$ cat config.mk
export PLATFORM = sky130hd
export DESIGN_NAME = matvec_seq_ctrl
export DESIGN_NICKNAME = d
export VERILOG_FILES = /design/src/rtl/matvec_seq_ctrl.sv
export SDC_FILE = /design/constraint.sdc
export NUM_CORES = 1
export LEC_CHECK = 0
export ABC_CLOCK_PERIOD_IN_PS = 3500
export BUFFER_PORTS_ARGS = -buffer_cell sky130_fd_sc_hd__buf_2
export CAP_MARGIN = 5
export CORE_MARGIN = 2
export CORE_UTILIZATION = 56
export DETAILED_ROUTE_END_ITERATION = 6
export GPL_ROUTABILITY_DRIVEN = 0
export HOLD_SLACK_MARGIN = 0.06
export PLACE_DENSITY = 0.82
export SLEW_MARGIN = 30
export SYNTH_ARGS = -nofsm -noshare
export SYNTH_HDL_FRONTEND = slang
export SYNTH_SLANG_ARGS = --single-unit
$ cat constraint.sdc
create_clock -name clk -period 3.5 [get_ports clk]
set_input_delay 0.175 -clock clk [delete_from_list [all_inputs] [get_ports clk]]
set_output_delay 0.175 -clock clk [all_outputs]
set_load 0.02 [all_outputs]
$ cat src/rtl/matvec_seq_ctrl.sv
// Sequencer for the K x K matrix-vector datapath: loads matrix/vector words, then issues row-by-row MAC reads.
// Result valid K+1 cycles after a row starts; input stalls while computing, output holds until output_ready.
module matvec_seq_ctrl #(
  parameter int K   = 3,
  parameter int MAW = $clog2(K*K),
  parameter int VAW = $clog2(K)
) (
  input  logic           clk,
  input  logic           reset,
  input  logic           input_valid,
  output logic           input_ready,
  input  logic           new_matrix,
  output logic           mat_we,
  output logic [MAW-1:0] mat_waddr,
  output logic           vec_we,
  output logic [VAW-1:0] vec_waddr,
  output logic [MAW-1:0] mat_raddr,
  output logic [VAW-1:0] vec_raddr,
  output logic           mac_clear,
  output logic           mac_en,
  output logic           output_valid,
  input  logic           output_ready,
  output logic [VAW-1:0] out_row
);

  typedef enum logic [2:0] {
    IDLE,
    LOAD_MAT,
    LOAD_VEC,
    COMPUTE,
    DRAIN,
    OUT
  } state_t;

  localparam logic [MAW-1:0] MAT_LAST = MAW'(K*K-1);
  localparam logic [VAW-1:0] VEC_LAST = VAW'(K-1);

  state_t         state, state_nxt;
  logic [MAW-1:0] cnt, cnt_nxt;
  logic [MAW-1:0] rptr, rptr_nxt;
  logic [VAW-1:0] row, row_nxt;
  logic [VAW-1:0] col, col_nxt;
  logic           load_state;
  logic           accept;
  logic           mac_en_q, mac_clear_q;

  assign load_state  = (state == IDLE) || (state == LOAD_MAT) || (state == LOAD_VEC);
  assign input_ready = reset && load_state;
  assign accept      = input_valid && input_ready;

  // The load counter doubles as both write addresses; it is 0 whenever idle.
  assign mat_waddr = cnt;
  assign vec_waddr = cnt[VAW-1:0];
  assign mat_raddr = rptr;
  assign vec_raddr = col;
  assign out_row   = row;
  assign mac_en    = mac_en_q;
  assign mac_clear = mac_clear_q;

  always_comb begin
    state_nxt    = state;
    cnt_nxt      = cnt;
    rptr_nxt     = rptr;
    row_nxt      = row;
    col_nxt      = col;
    mat_we       = 1'b0;
    vec_we       = 1'b0;
    output_valid = 1'b0;
    case (state)
      IDLE: begin
        if (accept) begin
          if (new_matrix) begin
            mat_we = 1'b1;
            if (K*K == 1) begin
              state_nxt = LOAD_VEC;
              cnt_nxt   = '0;
            end else begin
              state_nxt = LOAD_MAT;
              cnt_nxt   = MAW'(1);
            end
          end else begin
            vec_we = 1'b1;
            if (K == 1) begin
              state_nxt = COMPUTE;
              cnt_nxt   = '0;
            end else begin
              state_nxt = LOAD_VEC;
              cnt_nxt   = MAW'(1);
            end
          end
        end
      end
      LOAD_MAT: begin
        if (accept) begin
          mat_we = 1'b1;
          if (cnt == MAT_LAST) begin
            state_nxt = LOAD_VEC;
            cnt_nxt   = '0;
          end else begin
            cnt_nxt = cnt + MAW'(1);
          end
        end
      end
      LOAD_VEC: begin
        if (accept) begin
          vec_we = 1'b1;
          if (cnt[VAW-1:0] == VEC_LAST) begin
            state_nxt = COMPUTE;
            cnt_nxt   = '0;
            rptr_nxt  = '0;
            row_nxt   = '0;
            col_nxt   = '0;
          end else begin
            cnt_nxt = cnt + MAW'(1);
          end
        end
      end
      COMPUTE: begin
        // rptr tracks row*K+col incrementally, so it runs on across rows.
        rptr_nxt = rptr + MAW'(1);
        if (col == VEC_LAST) begin
          state_nxt = DRAIN;
          col_nxt   = '0;
        end else begin
          col_nxt = col + VAW'(1);
        end
      end
      DRAIN: begin
        state_nxt = OUT;
      end
      OUT: begin
        output_valid = 1'b1;
        if (output_ready) begin
          if (row == VEC_LAST) begin
            state_nxt = IDLE;
            row_nxt   = '0;
            rptr_nxt  = '0;
          end else begin
            state_nxt = COMPUTE;
            row_nxt   = row + VAW'(1);
            col_nxt   = '0;
          end
        end
      end
      default: begin
        state_nxt = IDLE;
      end
    endcase
  end

  always_ff @(posedge clk) begin
    if (!reset) begin
      state       <= IDLE;
      cnt         <= '0;
      rptr        <= '0;
      row         <= '0;
      col         <= '0;
      mac_en_q    <= 1'b0;
      mac_clear_q <= 1'b0;
    end else begin
      state       <= state_nxt;
      cnt         <= cnt_nxt;
      rptr        <= rptr_nxt;
      row         <= row_nxt;
      col         <= col_nxt;
      // Read data arrives one cycle after the address, so the MAC controls lag by one.
      mac_en_q    <= (state == COMPUTE);
      mac_clear_q <= (state == COMPUTE) && (col == '0);
    end
  end

endmodule

==> reports/metrics.yaml, run 1 <==
status: "completed"
holdBufCountCts: 0
async_flop_share: 0
cp_slowest_stage_delay_ns: 0.64
setup_viol: 0
finalPower_mw: 0.494
floorplan.rows: 15
hold_depth: 3
finalCriticalPeriod_ns: 1.88
cp.arrival_ns: 2.12
synth_fp_nets: 137
p_leak_nw: 0.480
drtPass1Iterations: 5
cts_setup_buffers: 0
via_count: 999
hold_end: "state[2]$_SDFFE_PN0P_"
cp-start-kind: "flop"
clock-sinks: 17
post-route-drc-count: 0
dp_worst_setup_slack_ns: 1.66
cts_buffer_depth: 2
drtIter0Drc: 45
viasPerCell: 5.84
synth_seq_area_share: 0.325
clk_latency_ns: 0.30
ys_warn_count: 0
coreArea_um2: 1750
rr_endpoint: "mat_waddr[2]$_SDFFE_PN0P_"
r2r_slack_ns: 1.62
die_width_um: 47.2
synth_cells: 126
synth_area_per_cell_um2: 8.31
n_antenna_cell: 0
netlist_area_um2: 1050
fmax_mhz: 531
grt_use_total: 0.224
cp_top_family: "simple AND/OR/NAND/NOR gates"
power_per_cell_area_nw_per_um2: 416
worst-path-max-fanout: 17
grt_pass1_wl_um: 3550
synth_area_leaders: "dfxtp_1 (32%), ha_1 (7.2%), a21oi_1 (4.3%)"
root_buffer: "clkbuf_4"
min_from: "output_ready"
fin_setup_tns_ns: 0
overflow: 0
cp-end-kind: "flop"
synth-edff-count: 0
r2r_cells: 4
synth_commonest_cells: "dfxtp_1 (17), nand2_1 (10), a21oi_1 (9), nor2_1 (9), inv_1 (7)"
portBuffers: 24
initial_core_util: 0.600
min_path_type: "in2reg"
dieArea_um2: 2230
synth_cell_type_count: 38
io_pins: 25
setup_ws_ns: 1.62
cts_made_buffers: 3
cp.required_ns: 3.73
critPathBufInv: 0
drive_above_1_share: 0.233
avgRoutedWirePerCell_um: 12.6
slew_headroom: 0.621
rsz0062_at_grt: "no"
min_period_over_period: 0.538
ys_seq_elements: 17
synthFlopType: "dfxtp_1"
grt_max_degree: 18
crit_slowest_cell: "dfxtp_1"
post_cts_resized: 0
peakVddDrop_mv: 0.280
synthToLayoutAreaGrowth_pct: 13.3
clkTransAtPathRegs_ns: 0.11
maxSlewViolCount: 0
r2r_start: "state[1]$_SDFFE_PN0P_"
tightestPinTransition_ns: 0.568
clock_skew_ns: 0.00930
antenna_found_initial: 0
grt_pass1_vias: 857
antenna_left: 0
htreeDepth: 1
die_h_um: 47.2
synth_top_area_share: 0.325
critPathKind: "reg2reg"
nets: 158
maxCapViolations: 0
fin_cells: 171
dpl.hpwl_um: 1580
synth_most_common_cell: "dfxtp_1"
wirelength_um: 2150
dp.cells: 167
path_cells: "nor3b_2, a22oi_2, or4b_1, a31oi_1"
synth_area_leader_cell: "dfxtp_1"
cts_tree: "built"
final_hold_viol_count: 0
## cell usage in the layout (no fill, tap or decap), types with 5 or more instances in the layout
cell,netlist,routed
nand3_1,5,5
inv_1,7,7
a21oi_1,9,9
nor3_1,5,5
ha_1,6,6
dfxtp_1,17,17
buf_2,2,24
nand2_1,10,10
nand3b_1,5,5
nor2_1,9,9
or4_1,5,5
## per-layer routing
layer  up-vias  part of all wire  routed length, µm  global-route usage
met5         -                 0                  0                   0
met4         0             0.015                 33               0.100
met3         4             0.043                 92              0.0346
met2        30              0.45                973               0.368
met1       467              0.49               1050               0.286
li1        498                 -                  -                   -
## through the flow
step | instance area, µm² | hold slack, ns | utilization
floorplan | 1050 | 0.376 | -
global placement | 1160 | 0.490 | 0.664
detailed placement | 1160 | 0.500 | 0.664
CTS | 1190 | 0.202 | 0.680
global route | 1190 | 0.230 | 0.680
finish | 1190 | 0.205 | 0.680
## worst max-delay path by stage
stage / from / end / slack (ns) / cells after the start
after floorplan: mat_waddr[0]$_SDFFE_PN0P_ / mat_waddr[2]$_SDFFE_PN0P_ / 1.74 / 6
after global placement: state[1]$_SDFFE_PN0P_ / mat_waddr[2]$_SDFFE_PN0P_ / 1.74 / 4
after detailed placement: state[1]$_SDFFE_PN0P_ / mat_waddr[2]$_SDFFE_PN0P_ / 1.66 / 4
after CTS: state[0]$_SDFFE_PN0P_ / vec_we / 1.62 / 4
after global routing: state[1]$_SDFFE_PN0P_ / mat_we / 1.47 / 4
final: state[1]$_SDFFE_PN0P_ / mat_waddr[2]$_SDFFE_PN0P_ / 1.62 / 4
## cell type report
class / instances / area (µm²)
tap: 25 / 31.3
inverter: 7 / 26.3
sequential: 17 / 340
clock buffer: 3 / 22.5
clock inverter: 1 / 5.00
multi-input combinational: 94 / 641
timing repair buffer: 24 / 120
fill: 164 / 559
## kinds of logic (layout without fill, tap and decap cells)
family	after synthesis	in the layout	synth area share
compound gates	29	29	0.194
mux	3	3	0.0287
simple gates	56	56	0.318
buf+inv	15	35	0.0633
fa+ha+maj	6	6	0.0717
flops	17	17	0.325
## state kept, by name, summed over array words and instances, names as in the netlist
| register | cells |
|---|---|
| mac_clear | 1 |
| mat_raddr | 4 |
| out_row | 2 |
| vec_raddr | 2 |
| mac_en | 1 |
| mat_waddr | 4 |
| state | 3 |
## power breakdown
part | total [mW] | switching [mW] | internal, mW
registers | 0.239 | 0.0345 | 0.205
logic | 0.147 | 0.0772 | 0.0697
clock network | 0.107 | 0.0648 | 0.0426
total | 0.494 | 0.176 | 0.317
## worst register-to-register path: stages (launching register included)
cell	delay, ns
dfxtp_1	0.64
nor3b_2	0.37
a22oi_2	0.15
or4b_1	0.50
a31oi_1	0.16
Power figures use the tool's default switching activity.
==> run 2: changes to the inputs <==
- ABC_CLOCK_PERIOD_IN_PS: 3500 -> 1700
- CORE_UTILIZATION: 56 -> 47
- PLACE_DENSITY: 0.82 -> 0.73
- clock period: 3.5 -> 1.7 ns (I/O delays scaled with it)
==> reports/metrics.yaml, run 2 (synthesis gave the netlist of run 1 again) <==
antenna_left: 0
cp-end-kind: "flop"
post-route-drc-count: 0
root_buffer: "clkbuf_4"
cts_made_buffers: 3
grt_pass1_vias: 927
worst-path-max-fanout: 5
clock-sinks: 17
dieArea_um2: 2620
status: "completed"
finalCriticalPeriod_ns: 1.62
whs_ns: 0.122
fmax_mhz: 619
peakVddDrop_mv: 0.590
antenna_found_initial: 0
die_h_um: 51.2
coreArea_um2: 2150
cts_buffer_depth: 2
portBuffers: 24
grt_use_total: 0.207
min_period_over_period: 0.951
floorplan.rows: 17
final_cell_mix: "buf_2 (23), dfxtp_1 (12), buf_4 (11)"
wirelength_um: 2440
maxCapViolations: 0
critPathKind: "reg2reg"
nets: 169
grt_pass1_wl_um: 4150
final_hold_viol_count: 0
die_width_um: 51.2
avgRoutedWirePerCell_um: 13.2
rsz0062_at_grt: "no"
n_antenna_cell: 0
cp.required_ns: 1.88
cts_tree: "built"
via_count: 1057
clock_skew_ns: 0.00688
holdBufCountCts: 0
r2r_cells: 6
dpl.hpwl_um: 1780
p_leak_nw: 0.541
layout_commonest_cell: "buf_2"
tightestPinTransition_ns: 0.448
synthToLayoutAreaGrowth_pct: 25.1
fin_setup_tns_ns: 0
clk_latency_ns: 0.29
overflow: 0
setup_viol: 0
cp_slowest_stage_delay_ns: 0.35
cp.arrival_ns: 1.80
path_cells: "inv_1, ha_2, nor3b_1, a311o_1, a221o_1, mux2i_1"
maxSlewViolCount: 0
min_path_type: "in2reg"
drtPass1Iterations: 5
io_pins: 25
slew_headroom: 0.701
drive_above_1_share: 0.338
drtIter0Drc: 21
power_per_cell_area_nw_per_um2: 838
hold_depth: 3
crit_slowest_cell: "a221o_1"
clkTransAtPathRegs_ns: 0.11
initial_core_util: 0.487
cp-start-kind: "flop"
htreeDepth: 1
grt_max_degree: 15
viasPerCell: 5.71
run 2: worst paths after layout:
check                             from                         to  slack, ns
min                       output_ready      state[2]$_SDFFE_PN0P_       0.12
max          mat_waddr[0]$_SDFFE_PN0P_      state[1]$_SDFFE_PN0P_       0.08
max reg2reg  mat_waddr[0]$_SDFFE_PN0P_      state[1]$_SDFFE_PN0P_       0.08
min reg2reg  vec_raddr[1]$_SDFFE_PN0P_  vec_raddr[1]$_SDFFE_PN0P_       0.50
run 2: critical path, delay by kind of cell (launching register included):
family / cells / cell delay (ns)
flops: 1 / 0.33
simple gates: 1 / 0.06
buf+inv: 1 / 0.12
compound gates: 2 / 0.62
mux: 1 / 0.13
fa+ha+maj: 1 / 0.24
run 2: area by class of cell:
cell class,count,area (µm²)
clock buffer,3,22.5
clock inverter,1,5.00
fill,192,838
inverter,7,26.3
multi-input combinational,94,663
sequential,17,349
tap,28,35.0
timing repair buffer,35,209
run 2: per-stage QoR:
step / worst slack [ns] / area [µm²] / utilization / cells / power (mW)
floorplan: 0.0726 / 1050 / - / 126 / 0.747
global placement: 0.104 / 1240 / 0.577 / 180 / 0.847
detailed placement: 0.0496 / 1240 / 0.577 / 180 / 0.859
CTS: 0.0263 / 1280 / 0.595 / 184 / 1.09
global route: 0.00513 / 1310 / 0.610 / 185 / 1.16
finish: 0.0836 / 1310 / 0.610 / 185 / 1.10
run 2: layer usage:
metal | vias to the layer above | part of all wire | GRT usage
li1 | 526 | - | -
met1 | 501 | 0.48 | 0.282
met2 | 24 | 0.46 | 0.333
met3 | 6 | 0.043 | 0.0263
met4 | 0 | 0.018 | 0.0811
met5 | - | 0 | 0
run 2: where the power goes:
group	leakage, nW	switching [mW]	total [mW]	internal (mW)
combinational	0.383	0.218	0.413	0.195
sequential	0.140	0.0362	0.462	0.425
clock	0.0177	0.136	0.223	0.0875
run 2: repair_timing:
action	4_1_cts	5_1_grt
buffers inserted	0	1
setup endpoints to repair	2	9
resized for setup	2	8
